===== src/rtl/ad_seq_pkg.sv =====
// ad_seq_pkg: shared types and constants for the address/data bus sequencer.
package ad_seq_pkg;

    // Default operand widths of the shared address/data mux.
    localparam int AW_DEF = 8;
    localparam int DW_DEF = 8;

    // Mux select encoding driven towards the mux_sel datapath.
    localparam logic SEL_ADDR = 1'b1;
    localparam logic SEL_DATA = 1'b0;

    // Sequencer states.
    typedef enum logic [1:0] {
        IDLE = 2'b00,
        ADDR = 2'b01,
        DATA = 2'b10,
        DONE = 2'b11
    } seq_state_e;

endpackage : ad_seq_pkg


===== src/rtl/rr_arb2.sv =====
// rr_arb2: two-requester arbiter used by ad_bus_seq.
// Default build is round-robin on ties: the requester that did not win last
// time is picked. Defining AD_SEQ_FIXED_PRIO_EN switches to fixed priority,
// where requester 0 always wins a tie and last_grant_i is ignored.
module rr_arb2
    import ad_seq_pkg::*;
(
    input  logic [1:0] req_i,
    input  logic       last_grant_i,
    input  logic       en_i,
    output logic       gnt_valid_o,
    output logic       gnt_id_o
);

`ifdef AD_SEQ_FIXED_PRIO_EN
    // Fixed priority keeps the port for a uniform interface but never reads it.
    logic last_grant_unused;
    assign last_grant_unused = last_grant_i;
`endif

    // Pick a winner whenever the sequencer strobes a grant.
    always_comb begin
        // NOTE: every output gets a default first so no path leaves it unassigned (no latch).
        gnt_valid_o = en_i & (|req_i);
        gnt_id_o    = 1'b0;
        unique case (req_i)
            2'b01:   gnt_id_o = 1'b0;
            2'b10:   gnt_id_o = 1'b1;
`ifdef AD_SEQ_FIXED_PRIO_EN
            2'b11:   gnt_id_o = 1'b0;
`else
            2'b11:   gnt_id_o = ~last_grant_i;
`endif
            default: gnt_id_o = 1'b0;
        endcase
    end

endmodule : rr_arb2


===== src/rtl/ad_bus_seq.sv =====
// ad_bus_seq: sequencer and two-way arbiter in front of the shared 8-bit
// address/data mux. Grants one write request, latches its operands, then
// drives an address phase (ALE) and a DATA_CYCLES-long data phase (write
// strobe), and finally pulses the winner's ack. All outputs are registered.
// Optional macro AD_SEQ_FIXED_PRIO_EN (inside rr_arb2) selects fixed priority
// instead of round-robin on ties.
module ad_bus_seq
    import ad_seq_pkg::*;
#(
    parameter int DW          = DW_DEF,
    parameter int AW          = AW_DEF,
    parameter int DATA_CYCLES = 2
) (
    input  logic          clk,
    input  logic          rst,
    input  logic          req0,
    input  logic [AW-1:0] addr0,
    input  logic [DW-1:0] data0,
    output logic          ack0,
    input  logic          req1,
    input  logic [AW-1:0] addr1,
    input  logic [DW-1:0] data1,
    output logic          ack1,
    output logic [AW-1:0] mux_addr,
    output logic [DW-1:0] mux_data,
    output logic          mux_sel,
    output logic          ale,
    output logic          wr_stb,
    output logic          busy,
    output logic          grant_id
);

    // A zero-length data phase has no meaning on the bus.
    if (DATA_CYCLES < 1) begin : g_bad_data_cycles
        $error("ad_bus_seq: DATA_CYCLES must be >= 1");
    end

    localparam int CW = $clog2(DATA_CYCLES + 1);

    seq_state_e    state_q;
    logic [CW-1:0] cnt_q;
    logic          last_grant_q;
    logic [AW-1:0] mux_addr_q;
    logic [DW-1:0] mux_data_q;
    logic          mux_sel_q;
    logic          ale_q;
    logic          wr_stb_q;
    logic          ack0_q;
    logic          ack1_q;
    logic          busy_q;
    logic          grant_id_q;

    logic          gnt_valid;
    logic          gnt_id;
    logic [AW-1:0] win_addr_d;
    logic [DW-1:0] win_data_d;

    // Requests are only considered while the sequencer is idle.
    rr_arb2 u_arb (
        .req_i        ({req1, req0}),
        .last_grant_i (last_grant_q),
        .en_i         (state_q == IDLE),
        .gnt_valid_o  (gnt_valid),
        .gnt_id_o     (gnt_id)
    );

    // Operands of the requester currently winning arbitration.
    always_comb begin
        win_addr_d = gnt_id ? addr1 : addr0;
        win_data_d = gnt_id ? data1 : data0;
    end

    // Sequencer FSM; every bus-facing output is produced as a register here.
    always_ff @(posedge clk) begin
        if (rst) begin
            // NOTE: non-blocking assignments for all state so every register samples pre-edge values.
            state_q      <= IDLE;
            cnt_q        <= '0;
            last_grant_q <= 1'b1;
            mux_addr_q   <= '0;
            mux_data_q   <= '0;
            mux_sel_q    <= SEL_DATA;
            ale_q        <= 1'b0;
            wr_stb_q     <= 1'b0;
            ack0_q       <= 1'b0;
            ack1_q       <= 1'b0;
            busy_q       <= 1'b0;
            grant_id_q   <= 1'b0;
        end else begin
            unique case (state_q)
                IDLE: begin
                    if (gnt_valid) begin
                        mux_addr_q   <= win_addr_d;
                        mux_data_q   <= win_data_d;
                        grant_id_q   <= gnt_id;
                        last_grant_q <= gnt_id;
                        mux_sel_q    <= SEL_ADDR;
                        ale_q        <= 1'b1;
                        busy_q       <= 1'b1;
                        state_q      <= ADDR;
                    end
                end
                ADDR: begin
                    mux_sel_q <= SEL_DATA;
                    ale_q     <= 1'b0;
                    wr_stb_q  <= 1'b1;
                    cnt_q     <= CW'(DATA_CYCLES - 1);
                    state_q   <= DATA;
                end
                DATA: begin
                    if (cnt_q == '0) begin
                        wr_stb_q <= 1'b0;
                        ack0_q   <= ~grant_id_q;
                        ack1_q   <= grant_id_q;
                        state_q  <= DONE;
                    end else begin
                        cnt_q <= cnt_q - CW'(1);
                    end
                end
                DONE: begin
                    ack0_q  <= 1'b0;
                    ack1_q  <= 1'b0;
                    busy_q  <= 1'b0;
                    state_q <= IDLE;
                end
                default: state_q <= IDLE;
            endcase
        end
    end

    assign mux_addr = mux_addr_q;
    assign mux_data = mux_data_q;
    assign mux_sel  = mux_sel_q;
    assign ale      = ale_q;
    assign wr_stb   = wr_stb_q;
    assign ack0     = ack0_q;
    assign ack1     = ack1_q;
    assign busy     = busy_q;
    assign grant_id = grant_id_q;

endmodule : ad_bus_seq


===== config.mk =====
export PLATFORM = sky130hd
export DESIGN_NAME = ad_bus_seq
export DESIGN_NICKNAME = d
export VERILOG_FILES = /design/src/rtl/ad_seq_pkg.sv /design/src/rtl/rr_arb2.sv /design/src/rtl/ad_bus_seq.sv
export SDC_FILE = /design/constraint.sdc
export NUM_CORES = 1
export LEC_CHECK = 0
export BUFFER_PORTS_ARGS = -buffer_cell sky130_fd_sc_hd__buf_2
export CAP_MARGIN = 10
export CORE_MARGIN = 3
export CORE_UTILIZATION = 49
export DETAILED_ROUTE_END_ITERATION = 8
export PLACE_DENSITY_LB_ADDON = 0.12
export SYNTH_ARGS = -nofsm -noshare
export SYNTH_HDL_FRONTEND = slang
export SYNTH_SLANG_ARGS = --single-unit

===== constraint.sdc =====
create_clock -name clk -period 2.2 [get_ports clk]
set_input_delay 0.11 -clock clk [delete_from_list [all_inputs] [get_ports clk]]
set_output_delay 0.11 -clock clk [all_outputs]
set_load 0.005 [all_outputs]

==> metrics.txt, run 1 <==
outcome finished, final reports clean; Final Power around 1.8 mW; CP startpoint kind flop; RSZ-0062 raised after global routing false; post-layout min period approximately 1700 ps; vias per cell approximately 5.3; post-route design area 1665 sq um; CTS Buf Count 3; antenna fix cells 0; top area cells in the synthesized netlist dfxtp_1 (44%), a21oi_1 (15%), o21ai_0 (7.7%); Overflow after GRT 0; capturing point of the worst reg2reg path mux_data[6]$_SDFFE_PP0P_; Clk Tree Root Cell clkbuf_4; Max Clk Rate 604.8 MHz; reg2reg setup slack ~550 ps; Final ANT Viol Nets 0; PD cells between 1000 and 1500 nW/um^2; clk sinks 27; CP Class reg -> reg; initial antenna violation count 0; Clock transition at path regs roughly 150 ps; final wirelength 3301 microns; effective utilization at floorplan 0.5408; top-area cell type share of the netlist area 0.4350; routed via count roughly 1,300; Max-slew headroom 0.5168; worst hold start addr0[0]; Pleak 0.8041 nW; die area 3176 sq um; worst r2r path cells 5; Reg-to-Reg Start state_q[0]$_SDFFE_PP0P_; Slew Viols, Final 0; actual slew at the worst max-slew pin 724.7 ps; Mapped Area roughly 1200 sq um; Horiz. Die Dim 56.36 microns; syn nets between 150 and 200; # IOs 59; Hold Path Class in -> reg; post-detail-place hpwl around 2200 microns; max-cap violation count 0; setup TNS 0 ps; Clock Path Buffers 2; CTS tree yes; Tot GR Track Use 0.2111; first-pass GRT wire length between 5000 and 6000 microns; fillers 188; Post-Route Skew 5.063 ps; clk_lat worst skew 330 ps; VDD IR max a little under 900 uV; largest fanout on the critical path 18; # rows 17; largest net degree at the start of global routing 20; post-synthesis to final-layout area growth 34.04%; layout cells sized above 1 0.3256; Post-Syn Area per Cell around 8.4 sq um; Resize count post-CTS 0; count of input and output buffers 58; RePlAce Congestion 0.7755; Synthesis Warnings 0; H-tree levels 1; Core ar. roughly 2300 sq um; CP arrival 1930 ps; net count reported at finish ~260; final period utilization 0.7515; final setup violation count 0; Initial DRC Count 18; Cells on Worst Hold Path 3; final hold violation count 0; routed len/inst 13.58 microns; Placed Area approximately 1500 sq um; number of remaining DRC errors 0; Crit path required time around 2500 ps; post-synth cell types 30; Worst Hold Path EP mux_addr[0]$_SDFFE_PP0P_; Gate Count Post-Synth around 150; Seq cells post-synth 27; area leader, netlist dfxtp_1; vias in the first global route 1,286; post-synthesis sequential area ratio 0.4350; drt first pass iters 4; Setup crit end kind flop; die height between 50 and 60 microns
-- per-layer routing --
layer,vias up,part of all wire,global-route usage
met5,-,0,0
met3,2,0.052,0.05287
met4,0,0.0042,0.06441
met1,606,0.40,0.2130
met2,33,0.55,0.4157
li1,648,-,-
-- state kept, by name (all words and copies together), names as in the netlist --
name	count
state_q	2
ack0	1
mux_data	8
mux_addr	8
ack1	1
wr_stb	1
ale	1
grant_id	1
cnt_q	2
last_grant_q	1
busy	1
-- worst max-delay path, stage by stage (launching register included) --
cell and delay (ps):
dfxtp_1 370, inv_1 100, ha_1 280, o21a_1 530, o21ai_0 180, a21oi_1 140
-- timing repair --
action / 4_1_cts / 5_1_grt
hold buffers: 13 / 0
buffers inserted: 0 / 0
hold endpoints to repair: 13 / 0
-- worst max-delay path by stage --
stage	start	end	cells after the start
final	state_q[0]$_SDFFE_PP0P_	mux_data[6]$_SDFFE_PP0P_	5
after CTS	state_q[0]$_SDFFE_PP0P_	state_q[0]$_SDFFE_PP0P_	5
after global routing	state_q[0]$_SDFFE_PP0P_	mux_data[6]$_SDFFE_PP0P_	5
after global placement	state_q[0]$_SDFFE_PP0P_	mux_addr[0]$_SDFFE_PP0P_	5
after detailed placement	state_q[0]$_SDFFE_PP0P_	state_q[0]$_SDFFE_PP0P_	5
after floorplan	state_q[0]$_SDFFE_PP0P_	state_q[1]$_SDFFE_PP0P_	5
-- power breakdown --
part,total (mW),internal [mW],switching (mW)
clock,0.216,0.0683,0.148
combinational,0.811,0.361,0.451
sequential,0.752,0.658,0.0935
total,1.78,1.09,0.692
-- cells in the final DEF, fill, tap and decap left out --
master | netlist | routed
a211oi_1 | 1 | 1
a21bo_1 | 1 | 1
a21boi_4 | 1 | 1
a21oi_1 | 38 | 38
a21oi_2 | 1 | 1
a22oi_1 | 1 | 1
a2bb2oi_1 | 1 | 1
and3_2 | 1 | 1
buf_2 | 3 | 58
clkbuf_4 | 0 | 3
clkinv_2 | 0 | 1
dfxtp_1 | 27 | 27
dlygate4sd3_1 | 0 | 13
ha_1 | 5 | 5
inv_1 | 6 | 6
inv_2 | 1 | 1
mux2i_1 | 1 | 1
nand2_1 | 21 | 21
nand4_1 | 1 | 1
nor2_1 | 3 | 3
nor2b_1 | 1 | 1
nor2b_4 | 1 | 1
nor3b_1 | 1 | 1
o21a_1 | 2 | 2
o21ai_0 | 19 | 19
o21ai_2 | 1 | 1
o221a_2 | 1 | 1
o31ai_1 | 1 | 1
or2_2 | 1 | 1
or3_1 | 1 | 1
or4b_1 | 1 | 1
-- area by class of cell --
cell class              count  area, sq um  area share
well taps                  28        35.03     0.02104
flip-flops and latches     27        540.5      0.3246
repair buffers             71        420.4      0.2524
clock inverters             1        5.005    0.003005
multi-input cells         106        615.6      0.3696
inverters                   7        26.28     0.01578
clock buffers               3        22.52     0.01352
-- cell families after synthesis --
| logic type | count (synthesis) | share of synthesized area |
|---|---|---|
| AOI/OAI and AO/OA | 68 | 0.3132 |
| adders and majority gates | 5 | 0.05035 |
| buffers and inverters | 15 | 0.06948 |
| DFF | 27 | 0.4350 |
| muxes | 1 | 0.008057 |
| and+or+nand+nor | 32 | 0.1239 |
-- metrics by stage --
| step | worst slack, ps | cells | hold slack, ps | utilization |
|---|---|---|---|---|
| after floorplan | 742.5 | 148 | 243.6 | - |
| after global placement | 671.6 | 226 | 350.4 | 0.6563 |
| after detailed placement | 582.5 | 226 | 356.1 | 0.6563 |
| after CTS | 560.3 | 243 | 0.7667 | 0.7249 |
| after global routing | 390.5 | 243 | 2.787 | 0.7249 |
| final | 546.6 | 243 | 14.12 | 0.7249 |
-- cell usage after synthesis --
cell type and number:
o21ai_0 19, o21ai_2 1, nand2_1 21, or3_1 1
nor3b_1 1, o21a_1 2, and3_2 1, inv_2 1
a22oi_1 1, a21boi_4 1, or4b_1 1, a21oi_1 38
a21bo_1 1, buf_4 3, nor2_1 3, ha_1 5
buf_6 2, nand4_1 1, mux2i_1 1, nor2b_1 1
dfxtp_1 27, buf_2 3, o221a_2 1, o31ai_1 1
a2bb2oi_1 1, or2_2 1, nor2b_4 1, inv_1 6
a21oi_2 1, a211oi_1 1
No activity file was read; power rests on OpenSTA's default activity.
==> run 2: changes to the inputs <==
--- a/config.mk
+++ b/config.mk
@@ -5,10 +5,12 @@
 export SDC_FILE = /design/constraint.sdc
 export NUM_CORES = 1
 export LEC_CHECK = 0
+export ABC_AREA = 1
 export BUFFER_PORTS_ARGS = -buffer_cell sky130_fd_sc_hd__buf_2
 export CAP_MARGIN = 10
+export CORE_ASPECT_RATIO = 2
 export CORE_MARGIN = 3
-export CORE_UTILIZATION = 49
+export CORE_UTILIZATION = 42
 export DETAILED_ROUTE_END_ITERATION = 8
 export PLACE_DENSITY_LB_ADDON = 0.12
 export SYNTH_ARGS = -nofsm -noshare
==> constraint.sdc (replaced) <==
create_clock -name clk -period 1.4 [get_ports clk]
set_input_delay 0.07 -clock clk [delete_from_list [all_inputs] [get_ports clk]]
set_output_delay 0.07 -clock clk [all_outputs]
set_load 0.005 [all_outputs]
==> metrics.txt, run 2 <==
Crit path required time 1570 ps; synth cell count leaders nor2_1 (53), nand2_1 (49), dfxtp_1 (27); post-synth cell types 17; top area cells in the synthesized netlist dfxtp_1 (39%), nor2_1 (14%), nand2_1 (13%); Crit path max-delay family flip-flops; Core ar. approximately 3000 sq um; most common cell after layout, fill and taps aside buf_2; reg2reg setup slack roughly 160 ps; actual slew at the worst max-slew pin 219.7 ps; count of input and output buffers 58; largest net degree at the start of global routing 33; Clock Path Buffers 2; clk_lat worst skew ~270 ps; Clk Tree Root Cell clkbuf_8; postcts setup bufs 0; drt first pass iters 4; worst hold start rst; vias in the first global route between 1,000 and 1,500; max-cap violation count 0; Crit path depth 8; Seq cells post-synth 27; final hold violation count 0; post-detail-place hpwl 2365 microns; Reg-to-Reg Start state_q[1]$_SDFFE_PP0P_; Highest Signal Layer met4; Clock transition at path regs 90 ps; CTS Buf Count 3; effective utilization at floorplan 0.4548; Slew Viols, Final 0; syn nets between 200 and 300; Pleak approximately 1 nW; die area about 4000 sq um; CP Cell Sequence inv_1 -> ha_2 -> inv_2 -> nor2_8 -> buf_12 -> nand2_1 -> nor2_1 -> nor2_1; Synth Flop Type dfxtp_1; final wirelength 3019 microns; Overflow after GRT 0; CTS tree yes; final setup violation count 0; most frequent cells in the layout buf_2 (58), nor2_1 (53), nand2_1 (49), dfxtp_1 (27), inv_1 (25); worst r2r path cells 8; routed length on met2 1624 microns; antenna fix cells 0; RSZ-0062 raised after global routing false; routed len/inst 10.13 microns; Cells on Worst Hold Path 2; layout cells sized above 1 0.2724; Post-Route Skew 3.121 ps; setup TNS 0 ps; CP Class reg -> reg; # rows 28; Mapped Area 1386 sq um; Synthesis Warnings 0; met3 routed WL between 150 and 200 microns; die height approximately 87 microns; post-synthesis to final-layout area growth 26.71%; Buffers & Inverters on Critical Path 3; routed via count 1,379; outcome finished, final reports clean; PD cells ~1800 nW/um^2; hold buffers post-CTS 0; CP most frequent cell nor2_1; Slowest-stage cell, CP dfxtp_1; Hold Path Class in -> reg; CP arrival between 1000 and 1500 ps; metal1 wirelength between 1000 and 1500 microns; Setup crit end kind flop; Initial DRC Count 13; Final ANT Viol Nets 0; Max Clk Rate slightly above 800 MHz; RePlAce Congestion approximately 0.74; net count reported at finish between 300 and 400; # IOs 59; Gate Count Post-Synth approximately 210; H-tree levels 1; Max-slew headroom 0.8520; area leader, netlist dfxtp_1; Worst Setup SP state_q[1]$_SDFFE_PP0P_; Horiz. Die Dim approximately 47 microns; post-synthesis sequential area ratio 0.3899; Tot GR Track Use 0.1586; Post-Syn Area per Cell 6.633 sq um; largest fanout on the critical path 22; vias per cell about 4.6; top-area cell type share of the netlist area 0.3899; clk sinks 27; post-layout util 0.5764; first-pass GRT wire length ~5000 microns; top-count cell post-synth nor2_1; Max stage delay on crit path about 340 ps; final period utilization 0.8881; Resize count post-CTS 0; CP startpoint kind flop; Post-synth EDFFs 0; number of remaining DRC errors 0; post-layout min period 1243 ps; initial antenna violation count 0; asr flop ratio synth 0; VDD IR max 1027 uV
[run 2: final cells by class]
| class | count | area, sq um |
|---|---|---|
| fill | 318 | 1291 |
| multi-input combinational | 146 | 668.1 |
| sequential | 27 | 540.5 |
| timing repair buffer | 64 | 364.1 |
| inverter | 27 | 101.3 |
| clock buffer | 4 | 45.04 |
| tap | 30 | 37.54 |
[run 2: where the power goes]
| group | internal, mW | switching, mW | total (mW) |
|---|---|---|---|
| Combinational | 0.676 | 0.799 | 1.47 |
| Clock | 0.204 | 0.231 | 0.434 |
| Sequential | 1.06 | 0.149 | 1.21 |
[run 2: final timing paths]
check | to
max reg2reg | mux_addr[1]$_SDFFE_PP0P_
max | mux_addr[1]$_SDFFE_PP0P_
min | ack1$_SDFFE_PP0P_
min reg2reg | cnt_q[1]$_SDFFE_PP0P_
[run 2: metal layers]
| metal | vias up | GRT usage |
|---|---|---|
| met1 | 595 | 0.1818 |
| met4 | 0 | 0.04534 |
| met5 | - | 0 |
| met3 | 4 | 0.03106 |
| met2 | 30 | 0.2827 |
| li1 | 750 | - |
[run 2: cell families after synthesis]
family	after synthesis	share of synthesized area
AOI/OAI and AO/OA	28	0.1011
adders and majority gates	5	0.04513
buffers and inverters	36	0.1300
DFF	27	0.3899
and+or+nand+nor	113	0.3339
[run 2: per-stage QoR]
stage	area (sq um)	hold slack [ps]	instances	setup WS [ps]	total power, mW
after floorplan	1386	139.1	209	139.8	2.221
after global placement	1705	323.3	294	137.1	2.684
after detailed placement	1705	319.6	294	120.9	2.706
after CTS	1750	27.28	298	102.6	3.153
after global routing	1757	26.37	298	15.40	3.420
final	1757	31.07	298	156.6	3.117
==> run 3: changes to the inputs <==
--- a/config.mk
+++ b/config.mk
@@ -8,11 +8,14 @@
 export ABC_AREA = 1
 export BUFFER_PORTS_ARGS = -buffer_cell sky130_fd_sc_hd__buf_2
 export CAP_MARGIN = 10
+export CELL_PAD_IN_SITES_DETAIL_PLACEMENT = 1
+export CELL_PAD_IN_SITES_GLOBAL_PLACEMENT = 1
 export CORE_ASPECT_RATIO = 2
 export CORE_MARGIN = 3
-export CORE_UTILIZATION = 42
+export CORE_UTILIZATION = 28
 export DETAILED_ROUTE_END_ITERATION = 8
 export PLACE_DENSITY_LB_ADDON = 0.12
+export SLEW_MARGIN = 25
 export SYNTH_ARGS = -nofsm -noshare
 export SYNTH_HDL_FRONTEND = slang
 export SYNTH_SLANG_ARGS = --single-unit
==> metrics.txt, run 3 (synthesis results as in run 2) <==
final hold violation count 0; routed len/inst 11.62 microns; initial antenna violation count 0; outcome finished, final reports clean; vias per cell 4.486; Max stage delay on crit path 350 ps; CP Class reg -> reg; clk sinks 27; vias in the first global route roughly 1,500; final wirelength about 3800 microns; Core ar. ~4700 sq um; Overflow after GRT 0; CTS Buf Count 3; final period utilization 0.9273; Max Clk Rate between 700 and 800 MHz; Placed Instances around 320; hold slack approximately 23 ps; largest fanout on the critical path 9; max-cap violation count 0; Tot GR Track Use 0.1318; postcts setup bufs 0; Crit path max-delay family flip-flops; most frequent cells in the layout buf_2 (58), nor2_1 (53), nand2_1 (49), dfxtp_1 (26), inv_1 (25); # rows 35; Post-Route Skew 9.891 ps; Crit path required time between 1500 and 2000 ps; Resize count post-CTS 0; Setup crit end kind flop; Hold Path Class in -> reg; CP Cell Sequence inv_2 -> ha_2 -> inv_2 -> nor2_8 -> buf_4 -> nand2_1 -> nor2_1 -> nor2_1; actual slew at the worst max-slew pin 242.6 ps; Slew Viols, Final 0; largest net degree at the start of global routing 33; CP arrival 1480 ps; Clk Tree Root Cell clkbuf_8; Max-slew headroom 0.8366; final std cells w/o fill approximately 320; count of input and output buffers a little under 60; Pleak 1.010 nW; RSZ-0062 raised after global routing false; Clock Path Buffers 2; Placement Setup Slack between 100 and 150 ps; setup TNS 0 ps; Initial DRC Count 14; post-synthesis to final-layout area growth 30.05%; final setup violation count 0; Horiz. Die Dim 55.76 microns; # IOs slightly below 60; die height about 110 microns; hold buffers post-CTS 0; routed via count approximately 1,400; Final Power ~3.3 mW; effective utilization at floorplan 0.2959; Buffers & Inverters on Critical Path 3; H-tree levels 1; Slowest-stage cell, CP dfxtp_1; worst setup margin between 100 and 150 ps; CTS tree yes; Final ANT Viol Nets 0; drt first pass iters 4; CP startpoint kind flop; Clock transition at path regs 100 ps; RePlAce Congestion between 0.6 and 0.7; PD cells 1805 nW/um^2; post-layout min period roughly 1300 ps; number of remaining DRC errors 0; antenna fix cells 0; clk_lat worst skew approximately 270 ps; first-pass GRT wire length 6292 microns; most common cell after layout, fill and taps aside buf_2; VDD IR max 635.2 uV; die area slightly below 6000 sq um; net count reported at finish 310; post-detail-place hpwl about 2900 microns; layout cells sized above 1 0.2761
==> run 3: changes by cell type in the layout (fill, tap and decap cells not counted), sizes merged <==
cell / before / now
clkbuf: 4 / 5
buf: 64 / 63
==> run 3: path summary, 6_finish.rpt <==
kind	start	end	slack, ps	cells past startpoint
worst max-delay path	state_q[0]$_SDFFE_PP0P_	mux_data[7]$_SDFFE_PP0P_	100	8
worst min-delay path	rst	ack0$_SDFFE_PP0P_	20	2
worst max register to register	state_q[0]$_SDFFE_PP0P_	mux_data[7]$_SDFFE_PP0P_	100	8
worst min register to register	wr_stb$_SDFFE_PP0P_	wr_stb$_SDFFE_PP0P_	460	2
==> run 3: worst register-to-register path, cell delays in order, from the launching register on <==
cell	delay (ps)
dfxtp_1	350
inv_2	80
ha_2	190
inv_2	60
nor2_8	150
buf_4	180
nand2_1	70
nor2_1	80
nor2_1	50
==> run 3: through the flow <==
step           area (sq um)  utilization
6_report               1803       0.3848
5_1_grt                1803       0.3848
4_1_cts                1774       0.3786
3_5_place_dp           1729       0.3690
3_3_place_gp           1729       0.3690
2_1_floorplan          1386            -
==> run 3: area by class of cell <==
cell class / count / area [sq um]
inverter: 27 / 101.3
sequential: 27 / 541.8
tap: 55 / 68.82
timing repair buffer: 64 / 377.9
fill: 636 / 2883
multi-input combinational: 146 / 668.1
clock buffer: 4 / 45.04
==> run 3: where the power goes <==
group	total [mW]	switching, mW	internal [mW]
Combinational	1.58	0.848	0.729
Clock	0.448	0.244	0.204
Sequential	1.23	0.168	1.06
==> run 3: metal layers <==
layer  vias to the layer above  GRT usage  part of all wire
li1                        750          -                 -
met1                       662     0.1332              0.37
met2                        32     0.2619              0.58
met3                         5    0.01838             0.033
met4                         0    0.04696             0.013
met5                         -          0                 0
